$ cat src/rtl/seq_muldiv_pkg.sv
// Shared types for the sequential multiply/divide unit: FSM state encoding and op codes.
package seq_muldiv_pkg;

    typedef enum logic [1:0] {
        IDLE = 2'd0,
        RUN  = 2'd1,
        FIX  = 2'd2,
        DONE = 2'd3
    } state_e;

    localparam logic OP_MUL = 1'b0;
    localparam logic OP_DIV = 1'b1;

endpackage

$ cat src/rtl/seq_muldiv_md_step.sv
// One combinational iteration: radix-2 Booth add/sub + arithmetic shift (MUL),
// or one restoring shift/subtract quotient bit on magnitudes (DIV).
module md_step
    import seq_muldiv_pkg::*;
#(
    parameter int WIDTH = 32
) (
    input  logic             op_i,
    input  logic [WIDTH:0]   hi_i,
    input  logic [WIDTH-1:0] lo_i,
    input  logic             qm1_i,
    input  logic [WIDTH-1:0] m_i,
    output logic [WIDTH:0]   hi_o,
    output logic [WIDTH-1:0] lo_o,
    output logic             qm1_o
);

    logic [WIDTH:0]   m_ext;
    logic [WIDTH:0]   sum;
    logic [WIDTH:0]   shifted;
    logic [WIDTH+1:0] diff;

    // hi carries one guard bit so Booth add/sub of the most negative multiplicand cannot overflow
    assign m_ext   = {m_i[WIDTH-1], m_i};
    assign shifted = {hi_i[WIDTH-1:0], lo_i[WIDTH-1]};
    assign diff    = {1'b0, shifted} - {2'b00, m_i};

    always_comb begin
        sum = hi_i;
        case ({lo_i[0], qm1_i})
            2'b01:   sum = hi_i + m_ext;
            2'b10:   sum = hi_i - m_ext;
            default: sum = hi_i;
        endcase

        if (op_i == OP_MUL) begin
            hi_o  = {sum[WIDTH], sum[WIDTH:1]};
            lo_o  = {sum[0], lo_i[WIDTH-1:1]};
            qm1_o = lo_i[0];
        end else if (!diff[WIDTH+1]) begin
            hi_o  = diff[WIDTH:0];
            lo_o  = {lo_i[WIDTH-2:0], 1'b1};
            qm1_o = qm1_i;
        end else begin
            hi_o  = shifted;
            lo_o  = {lo_i[WIDTH-2:0], 1'b0};
            qm1_o = qm1_i;
        end
    end

endmodule

$ cat src/rtl/seq_muldiv.sv
// Sequential signed multiplier/divider: FSM, iteration down-counter, operand and result registers.
//   state | meaning
//   IDLE  | waiting for Start
//   RUN   | one Booth / restoring iteration per cycle
//   FIX   | apply signs, load result registers
//   DONE  | one-cycle Done pulse, results valid
module seq_muldiv
    import seq_muldiv_pkg::*;
#(
    parameter int WIDTH = 32,
    parameter int CNT_W = $clog2(WIDTH + 1)
) (
    input  logic             Clock,
    input  logic             Clear,
    input  logic             Start,
    input  logic             Op,
    input  logic [WIDTH-1:0] A,
    input  logic [WIDTH-1:0] B,
    output logic             Busy,
    output logic             Done,
    output logic [WIDTH-1:0] Lo,
    output logic [WIDTH-1:0] Hi,
    output logic             DivZero
);

    state_e           state_q;
    logic [CNT_W-1:0] cnt_q;
    logic             op_q;
    logic [WIDTH:0]   hi_q;
    logic [WIDTH-1:0] lo_q;
    logic             qm1_q;
    logic [WIDTH-1:0] m_q;
    logic             neg_quo_q;
    logic             neg_rem_q;
    logic             busy_q;
    logic             done_q;
    logic             dz_q;
    logic [WIDTH-1:0] lo_res_q;
    logic [WIDTH-1:0] hi_res_q;

    logic [WIDTH:0]   hi_d;
    logic [WIDTH-1:0] lo_d;
    logic             qm1_d;
    logic [WIDTH-1:0] abs_a;
    logic [WIDTH-1:0] abs_b;
    logic [WIDTH-1:0] fix_lo;
    logic [WIDTH-1:0] fix_hi;

    md_step #(.WIDTH(WIDTH)) u_step (
        .op_i  (op_q),
        .hi_i  (hi_q),
        .lo_i  (lo_q),
        .qm1_i (qm1_q),
        .m_i   (m_q),
        .hi_o  (hi_d),
        .lo_o  (lo_d),
        .qm1_o (qm1_d)
    );

    // Magnitude of the most negative value wraps to itself, which is correct read as unsigned
    assign abs_a = A[WIDTH-1] ? -A : A;
    assign abs_b = B[WIDTH-1] ? -B : B;

    always_comb begin
        fix_lo = lo_q;
        fix_hi = hi_q[WIDTH-1:0];
        if (op_q == OP_DIV) begin
            fix_lo = neg_quo_q ? -lo_q : lo_q;
            fix_hi = neg_rem_q ? -hi_q[WIDTH-1:0] : hi_q[WIDTH-1:0];
        end
    end

    always_ff @(posedge Clock or posedge Clear) begin
        if (Clear) begin
            state_q   <= IDLE;
            cnt_q     <= '0;
            op_q      <= OP_MUL;
            hi_q      <= '0;
            lo_q      <= '0;
            qm1_q     <= 1'b0;
            m_q       <= '0;
            neg_quo_q <= 1'b0;
            neg_rem_q <= 1'b0;
            busy_q    <= 1'b0;
            done_q    <= 1'b0;
            dz_q      <= 1'b0;
            lo_res_q  <= '0;
            hi_res_q  <= '0;
        end else begin
            done_q <= 1'b0;
            case (state_q)
                IDLE: begin
                    if (Start) begin
                        op_q  <= Op;
                        dz_q  <= 1'b0;
                        hi_q  <= '0;
                        qm1_q <= 1'b0;
                        cnt_q <= CNT_W'(WIDTH - 1);
                        if (Op == OP_DIV && B == '0) begin
                            dz_q     <= 1'b1;
                            lo_res_q <= '1;
                            hi_res_q <= A;
                            done_q   <= 1'b1;
                            state_q  <= DONE;
                        end else begin
                            lo_q      <= (Op == OP_DIV) ? abs_a : A;
                            m_q       <= (Op == OP_DIV) ? abs_b : B;
                            neg_quo_q <= A[WIDTH-1] ^ B[WIDTH-1];
                            neg_rem_q <= A[WIDTH-1];
                            busy_q    <= 1'b1;
                            state_q   <= RUN;
                        end
                    end
                end
                RUN: begin
                    hi_q  <= hi_d;
                    lo_q  <= lo_d;
                    qm1_q <= qm1_d;
                    if (cnt_q == '0) begin
                        state_q <= FIX;
                    end else begin
                        cnt_q <= cnt_q - 1'b1;
                    end
                end
                FIX: begin
                    lo_res_q <= fix_lo;
                    hi_res_q <= fix_hi;
                    busy_q   <= 1'b0;
                    done_q   <= 1'b1;
                    state_q  <= DONE;
                end
                DONE: begin
                    state_q <= IDLE;
                end
                default: begin
                    state_q <= IDLE;
                end
            endcase
        end
    end

    assign Busy    = busy_q;
    assign Done    = done_q;
    assign Lo      = lo_res_q;
    assign Hi      = hi_res_q;
    assign DivZero = dz_q;

endmodule
$ cat config.mk
export PLATFORM = sky130hd
export DESIGN_NAME = seq_muldiv
export DESIGN_NICKNAME = d
export VERILOG_FILES = /design/src/rtl/seq_muldiv_pkg.sv /design/src/rtl/seq_muldiv_md_step.sv /design/src/rtl/seq_muldiv.sv
export SDC_FILE = /design/constraint.sdc
export NUM_CORES = 1
export LEC_CHECK = 0
export ABC_AREA = 0
export BUFFER_PORTS_ARGS = -buffer_cell sky130_fd_sc_hd__buf_2
export CORE_MARGIN = 10
export CORE_UTILIZATION = 56
export CTS_CLUSTER_SIZE = 12
export DETAILED_ROUTE_END_ITERATION = 8
export GPL_TIMING_DRIVEN = 0
export PLACE_DENSITY = 0.83
export SYNTH_ARGS = -nofsm -noshare
export SYNTH_HDL_FRONTEND = slang
export SYNTH_HIERARCHICAL = 1
export SYNTH_SLANG_ARGS = --single-unit
export TNS_END_PERCENT = 50
$ cat constraint.sdc
create_clock -name Clock -period 5.3 [get_ports Clock]
set_clock_uncertainty 0.15 [all_clocks]
set_input_delay 0.795 -clock Clock [delete_from_list [all_inputs] [get_ports Clock]]
set_output_delay 0.795 -clock Clock [all_outputs]
set_load 0.01 [all_outputs]
==> reports/summary.txt, run 1 <==
=====================================================================================
Number of DRC markers after the initial detailed-route iteration .......         1536
Cell leakage power .....................................................      7.51 nW
Required time at the endpoint of the critical path .....................      5.53 ns
Final core area utilization ............................................        63.3%
Post-route DRC .........................................................            0
Number of max-cap violations ...........................................            0
Worst hold-check path type .............................................     in2async
Setup slack after placement ............................................    -0.225 ns
Clock-pin slew of the registers on the worst-case setup and hold paths .      0.08 ns
Setup violators final ..................................................            0
Average cell area after synthesis ......................................   8.03 sq um
Layout net count .......................................................         2251
Drt pass-1 iters .......................................................            6
Number of H-tree levels ................................................            4
First-pass GRT wire length .............................................     83800 um
Run status ............................................................. finished, final reports clean
Via count of the routed design .........................................        15873
Critical path arrival ..................................................      5.34 ns
Post-synth EDFFs .......................................................            0
Count of warnings emitted by yosys .....................................            6
Number of buffer cells added on primary ports ..........................          134
Achievable clock frequency .............................................    0.196 GHz
Fill cell instance count of the final layout ...........................         2459
Area after DPL .........................................................  16900 sq um
Fin area ...............................................................  17500 sq um
GRT Resource Usage Total ...............................................        29.5%
Detailed-route wire length per cell ....................................      21.2 um
Number of storage elements in the synthesis netlist ....................          176
CTS max path bufs ......................................................            2
Peak supply drop .......................................................     0.371 mV
FFs w/ async S/R, synth ................................................         100%
Final worst-path cycle share ...........................................        96.3%
Period minus WS final ..................................................      5.10 ns
Global placement routability congestion ................................         1.02
Hold violation count in the final report ...............................            0
Die Footprint ..........................................................  35000 sq um
Most frequent standard cell in the layout excluding fill and tap cells . sky130_fd_sc_hd__nand2_1
Total wirelength of the detailed-routed design .........................     53000 um
Site Rows ..............................................................           61
Num CTS Buffers ........................................................           17
Crit Path Class ........................................................      reg2reg
Total instance count after detailed placement ..........................         2463
Count of distinct cell types in the synthesized netlist ................           91
Antenna violations before repair .......................................            1
Synth Cell Area ........................................................  15600 sq um
Net count of the mapped netlist ........................................         2092
Die boundary height ....................................................       187 um
Via/cell ratio .........................................................         6.35
Biggest fanout along the worst timing path .............................           10
Clk root buf ........................................................... sky130_fd_sc_hd__clkbuf_16
Final count of pins violating max slew .................................            0
Area delta synth->final ................................................        11.9%
Category of the worst setup path capture point .........................     register
Fin Setup TNS ..........................................................         0 ns
Detailed Place HPWL ....................................................     42400 um
Gr ovfl total ..........................................................            0
Reg2Reg Setup Slack ....................................................      0.20 ns
Number of I/O pins .....................................................          135
Actual transition at the worst max-transition pin ......................      1.07 ns
Fraction of layout instances using a drive strength above 1 ............        13.4%
Vias in the first global route .........................................        15543
Width of the chip ......................................................       187 um
Clock sinks ............................................................          176
ANT nets after route ...................................................            0
Clock latency on the worst-skew pair ...................................      0.45 ns
Worst setup slack after layout .........................................     0.196 ns
Most instantiated flip-flop cell in the synthesis netlist .............. sky130_fd_sc_hd__dfrtp_1
Cell Count, Final, Fillers Out .........................................         2499
Initial Utilization ....................................................        56.6%
Largest net degree at the start of global routing ......................           44
TritonCTS clock tree ...................................................        built
Core box area ..........................................................  27600 sq um
Rel. slew slack ........................................................        28.1%
Top library cells by usage in the layout, fill and taps aside .......... 203 x sky130_fd_sc_hd__nand2_1, 178 x sky130_fd_sc_hd__nor2_1, 176 x sky130_fd_sc_hd__dfrtp_1
Sequential area share after synthesis ..................................        28.2%
Count of mapped cells out of synthesis .................................         1947
PwrDens ................................................................  793 nW/um^2
Critical path launch point type ........................................     register
PnR Total Power ........................................................      13.9 mW
Worst Hold Margin ......................................................     0.240 ns
=====================================================================================
==> where the power goes <==
part / switching, mW / leakage (nW) / total [mW] / internal, mW
clock: 0.599 / 0.269 / 1.26 / 0.656
sequential: 0.886 / 2.05 / 2.84 / 1.95
combinational: 5.93 / 5.19 / 9.78 / 3.85
==> Yosys cell counts (37+ instances only) <==
master / n / share of area, %
sky130_fd_sc_hd__a21o_1: 43 / 2.1
sky130_fd_sc_hd__a21oi_1: 154 / 4.9
sky130_fd_sc_hd__a31oi_1: 80 / 3.2
sky130_fd_sc_hd__clkbuf_1: 73 / 1.8
sky130_fd_sc_hd__dfrtp_1: 176 / 28
sky130_fd_sc_hd__ha_1: 75 / 6.0
sky130_fd_sc_hd__inv_1: 79 / 1.9
sky130_fd_sc_hd__mux2_2: 37 / 2.7
sky130_fd_sc_hd__mux2i_1: 38 / 2.4
sky130_fd_sc_hd__nand2_1: 204 / 4.9
sky130_fd_sc_hd__nor2_1: 179 / 4.3
sky130_fd_sc_hd__nor3_1: 42 / 1.3
sky130_fd_sc_hd__nor4_1: 39 / 1.6
sky130_fd_sc_hd__o21ai_0: 120 / 3.8
sky130_fd_sc_hd__xnor2_1: 105 / 5.9
sky130_fd_sc_hd__xor2_1: 76 / 4.3
==> layout make-up <==
cell class,instances,area (sq um),share of cell area (%)
clock inverter,13,129,0.737
timing repair buffer,141,773,4.42
inverter,81,308,1.76
sequential,176,4400,25.2
tap,378,473,2.70
multi-input combinational,1585,10500,60.2
clock buffer,19,433,2.47
antenna,2,5.00,0.0286
buffer,104,444,2.54
==> final timing paths <==
kind	endpoint	depth (start not counted)	from
hold reg to reg	DivZero	2	DivZero
max in group asynchronous	m_q[25]	4	Clear
hold / removal	Hi[0]	2	Clear
setup / recovery	hi_q[32]	15	lo_q[0]
min in group Clock	DivZero	2	DivZero
setup reg to reg	hi_q[32]	15	lo_q[0]
==> timing repair <==
item / in CTS / in global routing
buffers inserted: 0 / 3
hold buffers: 0 / 0
pin swaps: 0 / 2
gates resized for setup: 2 / 10
endpoints found under the setup margin: 4 / 5
==> critical path: stages (launching register included) <==
cell and delay, ns:
sky130_fd_sc_hd__dfrtp_1 0.58, sky130_fd_sc_hd__ha_2 0.36, sky130_fd_sc_hd__clkbuf_2 0.28, sky130_fd_sc_hd__buf_2 0.34, sky130_fd_sc_hd__mux2i_1 0.22, sky130_fd_sc_hd__fa_1 0.47, sky130_fd_sc_hd__a21oi_1 0.21, sky130_fd_sc_hd__o221ai_1 0.28
sky130_fd_sc_hd__o221a_2 0.38, sky130_fd_sc_hd__o31ai_4 0.37, sky130_fd_sc_hd__o31ai_1 0.18, sky130_fd_sc_hd__a31oi_2 0.27, sky130_fd_sc_hd__mux2i_1 0.27, sky130_fd_sc_hd__mux2_4 0.34, sky130_fd_sc_hd__nor3_2 0.18, sky130_fd_sc_hd__a22o_1 0.14
==> kinds of logic (layout without fill, tap and decap cells) <==
family | count (synthesis) | count (layout) | share of synthesized area, %
AO/OA/AOI/OAI | 607 | 607 | 25.3
XOR/XNOR | 181 | 181 | 10.1
adder cells (fa/ha/maj) | 77 | 77 | 6.26
buffers and inverters | 186 | 358 | 4.79
flip-flops | 176 | 176 | 28.2
multiplexers | 76 | 76 | 5.19
other | 0 | 2 | 0
AND/OR/NAND/NOR | 644 | 644 | 20.1
==> metal layers <==
metal,wire (um),part of all wire (%),track usage (%),vias to the layer above
li1,-,-,-,7449
met1,21400,40,36.2,7497
met2,24900,47,48.9,776
met3,3870,7.3,4.29,151
met4,2770,5.2,16.4,0
met5,0,0,0,-
==> sequential cells by signal, summed over array words and instances, names as in the netlist <==
signal / cells
op_q: 1
m_q: 32
Lo: 32
DivZero: 1
hi_q: 33
Done: 1
Hi: 32
lo_q: 32
cnt_q: 6
Busy: 1
neg_rem_q: 1
neg_quo_q: 1
qm1_q: 1
state_q: 2
Power figures use the tool's default switching activity.
==> run 2: changes to the inputs <==
--- a/config.mk
+++ b/config.mk
@@ -7,6 +7,7 @@
 export LEC_CHECK = 0
 export ABC_AREA = 0
 export BUFFER_PORTS_ARGS = -buffer_cell sky130_fd_sc_hd__buf_2
+export CORE_ASPECT_RATIO = 1.4
 export CORE_MARGIN = 10
 export CORE_UTILIZATION = 56
 export CTS_CLUSTER_SIZE = 12
==> run 2 against run 1 <==
Compared with the run above:
- non-clock buffer count up 5
- global-route usage is 1.5 points higher
- first-iteration DRC count decreased by 18%
- sequential power is essentially flat
- flip-flop and latch count stayed put
- via count fell by 0.17%
- largest cell class unchanged
- core utilization increased by 0.54 points
- hold slack worse by 0.049 ns
- final cell count down 0.16%
- routed wire length rose by 5.3%
- register-to-register slack got worse by 0.03 ns
- critical endpoint is now hi_q[24]
- clock power is 4% higher
==> reports/summary.txt, run 2 (synthesis gave the netlist of run 1 again) <==
=====================================================================================
Number of buffer cells added on primary ports ..........................          134   unchanged
Number of flip-flops under the largest register name ...................           33   unchanged
Detailed-route wire length per cell ....................................      22.4 um   +5.5%
Top library cells by usage in the layout, fill and taps aside .......... 203 x sky130_fd_sc_hd__nand2_1, 178 x sky130_fd_sc_hd__nor2_1, 175 x sky130_fd_sc_hd__dfrtp_1
Slowest library cell on the worst path ................................. sky130_fd_sc_hd__or4_4
Setup slack after placement ............................................    -0.329 ns   -0.104 ns
CTS max path bufs ......................................................            2   unchanged
Worst setup slack after layout .........................................     0.164 ns   -0.0322 ns
Clk root buf ........................................................... sky130_fd_sc_hd__clkbuf_16
Via/cell ratio .........................................................         6.35   about the same
Fraction of layout instances using a drive strength above 1 ............        13.9%   +0.53 points
Antenna violations before repair .......................................            1   unchanged
Clock-pin slew of the registers on the worst-case setup and hold paths .      0.08 ns   about the same
Reg2Reg Setup Slack ....................................................      0.16 ns   -0.03 ns
Run status ............................................................. finished, final reports clean
Total wirelength of the detailed-routed design .........................     55800 um   +5.3%
PnR Total Power ........................................................      14.1 mW   +1.7%
Critical path launch point type ........................................     register
Achievable clock frequency .............................................    0.195 GHz   -0.63%
Gr ovfl total ..........................................................            0   unchanged
Clock latency on the worst-skew pair ...................................      0.47 ns   +0.02 ns
Core box area ..........................................................  27600 sq um   -0.23%
Setup repair after global routing missed its margin ....................        false
Global Route met1 Usage ................................................        33.1%   -3.2 points
Initial Utilization ....................................................        56.7%   +0.13 points
Post-route DRC .........................................................            0   unchanged
Biggest fanout along the worst timing path .............................            6   -4
Fin Setup TNS ..........................................................         0 ns   unchanged
ANT nets after route ...................................................            0   unchanged
Worst Hold Margin ......................................................     0.191 ns   -0.0488 ns
PwrDens ................................................................  802 nW/um^2   +1.1%
Setup violators final ..................................................            0   unchanged
Ordered list of cells on the worst path ................................ or4_4 -> nor4_4 -> nand2_2 -> nor4_2 -> nand4_1 -> o21bai_2 -> xnor2_1 -> ha_1 -> a21oi_1 -> o21bai_1 -> a21o_1 -> nor3_1 -> nor2_1 -> a21o_1 -> a311oi_1 -> a21oi_1 -> a22o_1
Actual transition at the worst max-transition pin ......................      1.06 ns   -0.0143 ns
Detailed Place HPWL ....................................................     44700 um   +5.2%
Final core area utilization ............................................        63.9%   +0.54 points
Count of hold-fix buffers inserted at cts ..............................            0   unchanged
Biggest cell delay along the critical path .............................      0.55 ns   -0.03 ns
Hold violation count in the final report ...............................            0   unchanged
Num CTS Buffers ........................................................           17   unchanged
R2r worst-path depth ...................................................           17   +2
Number of H-tree levels ................................................            4   unchanged
Die Footprint ..........................................................  35100 sq um   +0.27%
Worst hold-check path type .............................................     in2async
Rel. slew slack ........................................................        29.2%   +1.1 points
Most frequent standard cell in the layout excluding fill and tap cells . sky130_fd_sc_hd__nand2_1
GR Util met3 ...........................................................        5.06%   +0.77 points
First-pass GRT wire length .............................................     86300 um   +2.9%
Drt pass-1 iters .......................................................            6   unchanged
Register with the most flip-flops ......................................         hi_q
Width of the chip ......................................................       161 um   -14%
Crit Reg-Reg Endpoint ..................................................     hi_q[24]
Period minus WS final ..................................................      5.14 ns   +0.0322 ns
Global placement routability congestion ................................         1.00   -2.2%
Cell leakage power .....................................................      7.56 nW   +0.64%
Final count of pins violating max slew .................................            0   unchanged
Peak supply drop .......................................................     0.354 mV   -4.7%
Die boundary height ....................................................       218 um   +16%
Layout net count .......................................................         2256   +0.22%
Via count of the routed design .........................................        15846   -0.17%
Number of DRC markers after the initial detailed-route iteration .......         1259   -18%
Number of max-cap violations ...........................................            0   unchanged
Required time at the endpoint of the critical path .....................      5.51 ns   -0.02 ns
Number of I/O pins .....................................................          135   unchanged
Critical path arrival ..................................................      5.34 ns   about the same
Site Rows ..............................................................           72   +18%
Category of the worst setup path capture point .........................     register
Crit Path Class ........................................................      reg2reg
Top Usage Layer GRT ....................................................         met2
Largest net degree at the start of global routing ......................           45   +2.3%
GRT Resource Usage Total ...............................................        31.1%   +1.5 points
Vias in the first global route .........................................        15869   +2.1%
TritonCTS clock tree ...................................................        built
Fraction of met2 tracks used by global routing .........................        55.5%   +6.6 points
Reg-to-reg startpoint ..................................................      m_q[11]
Final worst-path cycle share ...........................................        96.9%   +0.61 points
Area delta synth->final ................................................        12.6%
Clock sinks ............................................................          176   unchanged
=====================================================================================
[run 2: changes by cell type in the layout (fill, tap and decap cells not counted), moves of 2 or more]
cell / delta
sky130_fd_sc_hd__buf_4: +5
sky130_fd_sc_hd__clkbuf_1: -2
sky130_fd_sc_hd__inv_8: +4
sky130_fd_sc_hd__buf_2: -2
sky130_fd_sc_hd__clkinv_4: -3
[run 2: per-stage QoR]
stage	cell area (sq um)	std cells
2_1_floorplan	15600	1947
3_3_place_gp	16800	2451
3_5_place_dp	16800	2455
4_1_cts	17500	2487
5_1_grt	17600	2495
6_report	17600	2495
[run 2: area by class of cell]
class / count / area (sq um)
Clock buffer: 17 / 425
Fill cell: 2470 / 9960
Sequential cell: 176 / 4410
Clock inverter: 15 / 166
Tap cell: 370 / 463
Buffer: 104 / 447
Inverter: 81 / 308
Timing Repair Buffer: 146 / 811
Antenna cell: 1 / 2.50
Multi-Input combinational cell: 1585 / 10600
[run 2: per-layer routing]
metal,routed length [um],vias up
li1,-,7447
met1,20400,7501
met2,28500,712
met3,3320,186
met4,3490,0
met5,0,-
[run 2: how the worst max path moves through the flow]
stage	startpoint	endpoint	slack (ns)
after floorplan	m_q[10]	hi_q[32]	0.77
after global placement	lo_q[0]	hi_q[32]	-0.31
after detailed placement	lo_q[0]	hi_q[32]	-0.33
after CTS	m_q[10]	hi_q[32]	0.003
after global routing	m_q[11]	hi_q[24]	0.08
final	m_q[11]	hi_q[24]	0.16
[run 2: report_power, final]
| group | total [mW] | switching, mW | internal, mW |
|---|---|---|---|
| sequential | 2.83 | 0.880 | 1.95 |
| combinational | 9.97 | 6.06 | 3.91 |
| clock | 1.31 | 0.639 | 0.670 |
| total | 14.1 | 7.58 | 6.53 |
[run 2: critical path, delay by kind of cell, from the launching register on]
family          cells  cell delay, ns
compound gates      8            1.96
simple gates        7            1.94
flops               1            0.44
fa+ha+maj           1            0.34
xor+xnor            1            0.16
[run 2: repair_timing]
action,CTS,global route
endpoints found under the setup margin,5,4
pin swaps,0,9
gates resized for setup,3,19
setup buffers,0,8
==> run 3: changes to the inputs <==
--- a/config.mk
+++ b/config.mk
@@ -9,11 +9,12 @@
 export BUFFER_PORTS_ARGS = -buffer_cell sky130_fd_sc_hd__buf_2
 export CORE_ASPECT_RATIO = 1.4
 export CORE_MARGIN = 10
-export CORE_UTILIZATION = 56
+export CORE_UTILIZATION = 57
+export CTS_BUF_LIST = sky130_fd_sc_hd__clkbuf_8
 export CTS_CLUSTER_SIZE = 12
 export DETAILED_ROUTE_END_ITERATION = 8
 export GPL_TIMING_DRIVEN = 0
-export PLACE_DENSITY = 0.83
+export PLACE_DENSITY = 0.84
 export SYNTH_ARGS = -nofsm -noshare
 export SYNTH_HDL_FRONTEND = slang
 export SYNTH_HIERARCHICAL = 1
==> run 3 against run 2 <==
Compared with the run above:
- first-iteration DRC count shrank 7.8%
- combinational power shrank 2.5%
- final area shrank 1.9%
- setup slack gained 0.063 ns
- critical path depth is the same
- global-route usage shrank 0.81 points
- final cell count shrank 0.52%
- maximum frequency grew 1.2%
- largest power group unchanged
==> reports/summary.txt, run 3 (synthesis gave the netlist of run 1 again) <==
=====================================================================================
Number of max-cap violations ...........................................            0   unchanged
Required time at the endpoint of the critical path .....................      5.61 ns   +0.10 ns
Initial Utilization ....................................................        57.9%   +1.2 points
Cell leakage power .....................................................      7.41 nW   -2.0%
Run status ............................................................. finished, final reports clean
Achievable clock frequency .............................................    0.197 GHz   +1.2%
ANT nets after route ...................................................            0   unchanged
Rel. slew slack ........................................................        38.4%   +9.2 points
Core box area ..........................................................  27000 sq um   -2.0%
Cell Count, Final, Fillers Out .........................................         2482   -0.52%
Critical path launch point type ........................................     register
Number of I/O pins .....................................................          135   unchanged
Global placement routability congestion ................................         1.01   +0.79%
Period minus WS final ..................................................      5.07 ns   -0.0625 ns
Final worst-path cycle share ...........................................        95.7%   -1.2 points
Num CTS Buffers ........................................................           17   unchanged
Antenna violations before repair .......................................            0   -1
Peak supply drop .......................................................     0.336 mV   -5.0%
Max Used Layer .........................................................         met4
Number of buffer cells added on primary ports ..........................          134   unchanged
Drt pass-1 iters .......................................................            5   -1
Layout net count .......................................................         2249   -0.31%
Area delta synth->final ................................................        10.5%
Worst Hold Margin ......................................................     0.257 ns   +0.0659 ns
Final count of pins violating max slew .................................            0   unchanged
Total instance count after detailed placement ..........................         2450   -0.20%
Number of flip-flops under the largest register name ...................           33   unchanged
Gr ovfl total ..........................................................            0   unchanged
PnR Total Power ........................................................      13.5 mW   -4.4%
Vias in the first global route .........................................        15611   -1.6%
Die boundary height ....................................................       216 um   -0.80%
Ordered list of cells on the worst path ................................ inv_1 -> ha_1 -> and3_1 -> nor3b_2 -> a31oi_1 -> xnor2_1 -> ha_1 -> nand3_1 -> nor4_1 -> o221a_2 -> o31ai_4 -> o31ai_1 -> a31oi_2 -> mux2i_1 -> mux2_4 -> nor3_2 -> a22o_1
Top library cells by usage in the layout, fill and taps aside .......... 204 x sky130_fd_sc_hd__nand2_1, 178 x sky130_fd_sc_hd__nor2_1, 176 x sky130_fd_sc_hd__dfrtp_1
Hold violation count in the final report ...............................            0   unchanged
Die Footprint ..........................................................  34500 sq um   -1.6%
Diode insertion count for antenna repair ...............................            0   -1
CTS max path bufs ......................................................            2   unchanged
Register with the most flip-flops ......................................         hi_q
Length of routed met3 wiring ...........................................      3420 um   +3.1%
Biggest cell delay along the critical path .............................      0.58 ns   +0.03 ns
Met2 wire length .......................................................     27100 um   -4.8%
Width of the chip ......................................................       160 um   -0.77%
Post-route DRC .........................................................            0   unchanged
Biggest fanout along the worst timing path .............................            9   +3
Clock-pin slew of the registers on the worst-case setup and hold paths .      0.10 ns   +0.02 ns
Clk root buf ........................................................... sky130_fd_sc_hd__clkbuf_8
Actual transition at the worst max-transition pin ......................     0.921 ns   -0.137 ns
Detailed Place HPWL ....................................................     43200 um   -3.2%
Setup violators final ..................................................            0   unchanged
Clock latency on the worst-skew pair ...................................      0.53 ns   +0.06 ns
Number of DRC markers after the initial detailed-route iteration .......         1161   -7.8%
Metal1 wirelength ......................................................     19800 um   -3.0%
GRT Resource Usage Total ...............................................        30.2%   -0.81 points
TritonCTS clock tree ...................................................        built
Total wirelength of the detailed-routed design .........................     53800 um   -3.5%
First-pass GRT wire length .............................................     83700 um   -3.0%
Crit Path Class ........................................................      reg2reg
Category of the worst setup path capture point .........................     register
Number of H-tree levels ................................................            4   unchanged
Slowest library cell on the worst path ................................. sky130_fd_sc_hd__nor3b_2
PwrDens ................................................................  781 nW/um^2   -2.5%
Clock sinks ............................................................          176   unchanged
Site Rows ..............................................................           71   -1.4%
Worst hold-check path type .............................................     in2async
Fraction of layout instances using a drive strength above 1 ............        13.3%   -0.66 points
Setup repair after global routing missed its margin ....................        false
Via count of the routed design .........................................        15827   -0.12%
Detailed-route wire length per cell ....................................      21.7 um   -3.0%
Via/cell ratio .........................................................         6.38   +0.40%
Number of buffers added for setup after CTS ............................            0   unchanged
Most frequent standard cell in the layout excluding fill and tap cells . sky130_fd_sc_hd__nand2_1
CP dominant cell by count .............................................. sky130_fd_sc_hd__ha_1
Largest net degree at the start of global routing ......................           44   -2.2%
Critical path arrival ..................................................      5.38 ns   +0.04 ns
=====================================================================================
==> run 3: cell types whose count changed in the layout (fill, tap and decap cells not counted), moves of 3 or more <==
cell	change
sky130_fd_sc_hd__clkbuf_16	-17
sky130_fd_sc_hd__buf_4	-8
sky130_fd_sc_hd__inv_8	-3
sky130_fd_sc_hd__clkbuf_8	+19
==> run 3: worst paths after layout <==
kind                        start  endpoint  slack [ns]  depth (start not counted)
setup / recovery           m_q[1]  hi_q[32]        0.23                         17
max in group asynchronous   Clear  hi_q[24]        3.79                          4
hold reg to reg            Hi[19]    Hi[19]        0.34                          2
hold / removal              Clear   lo_q[0]        0.26                          2
setup reg to reg           m_q[1]  hi_q[32]        0.23                         17
min in group Clock         Hi[19]    Hi[19]        0.34                          2
==> run 3: through the flow <==
step,util [%],setup TNS (ns),cell area (sq um),worst slack (ns)
floorplan,-,0,15600,0.774
global placement,62.1,0,16800,0.0728
detailed placement,62.4,-0.0451,16800,-0.0379
CTS,63.8,0,17200,0.123
global route,63.9,0,17300,0.0444
finish,63.9,0,17300,0.226
==> run 3: critical path: cells and delay by family (launching register included) <==
| family | cells | cell delay, ns |
|---|---|---|
| xor+xnor | 1 | 0.18 |
| compound gates | 6 | 1.29 |
| buf+inv | 1 | 0.16 |
| mux | 2 | 0.57 |
| flops | 1 | 0.46 |
| fa+ha+maj | 2 | 0.64 |
| simple gates | 5 | 1.56 |
==> run 3: final cells by class <==
cell class              count  area, sq um
inverters                  81          308
multi-input cells        1585        10500
well taps                 365          457
fillers                  2452         9740
clock inverters            13          126
plain buffers             105          448
repair buffers            138          751
clock buffers              19          262
flip-flops and latches    176         4400
==> run 3: timing repair <==
item                                    4_1_cts  5_1_grt
hold buffers                                  0        0
resized for setup                             1        8
endpoints found under the setup margin        2        2
==> run 3: where the power goes <==
part	switching [mW]	internal (mW)	leakage, nW	total, mW
Clock	0.555	0.404	0.191	0.959
Combinational	5.89	3.83	5.17	9.72
Sequential	0.866	1.95	2.05	2.81
Total	7.31	6.18	7.41	13.5
==> run 3: metal layers <==
layer	up-vias	GRT usage, %
met4	0	20.2
met1	7468	32.6
met3	181	4.25
met2	728	53.9
li1	7450	-
met5	-	0
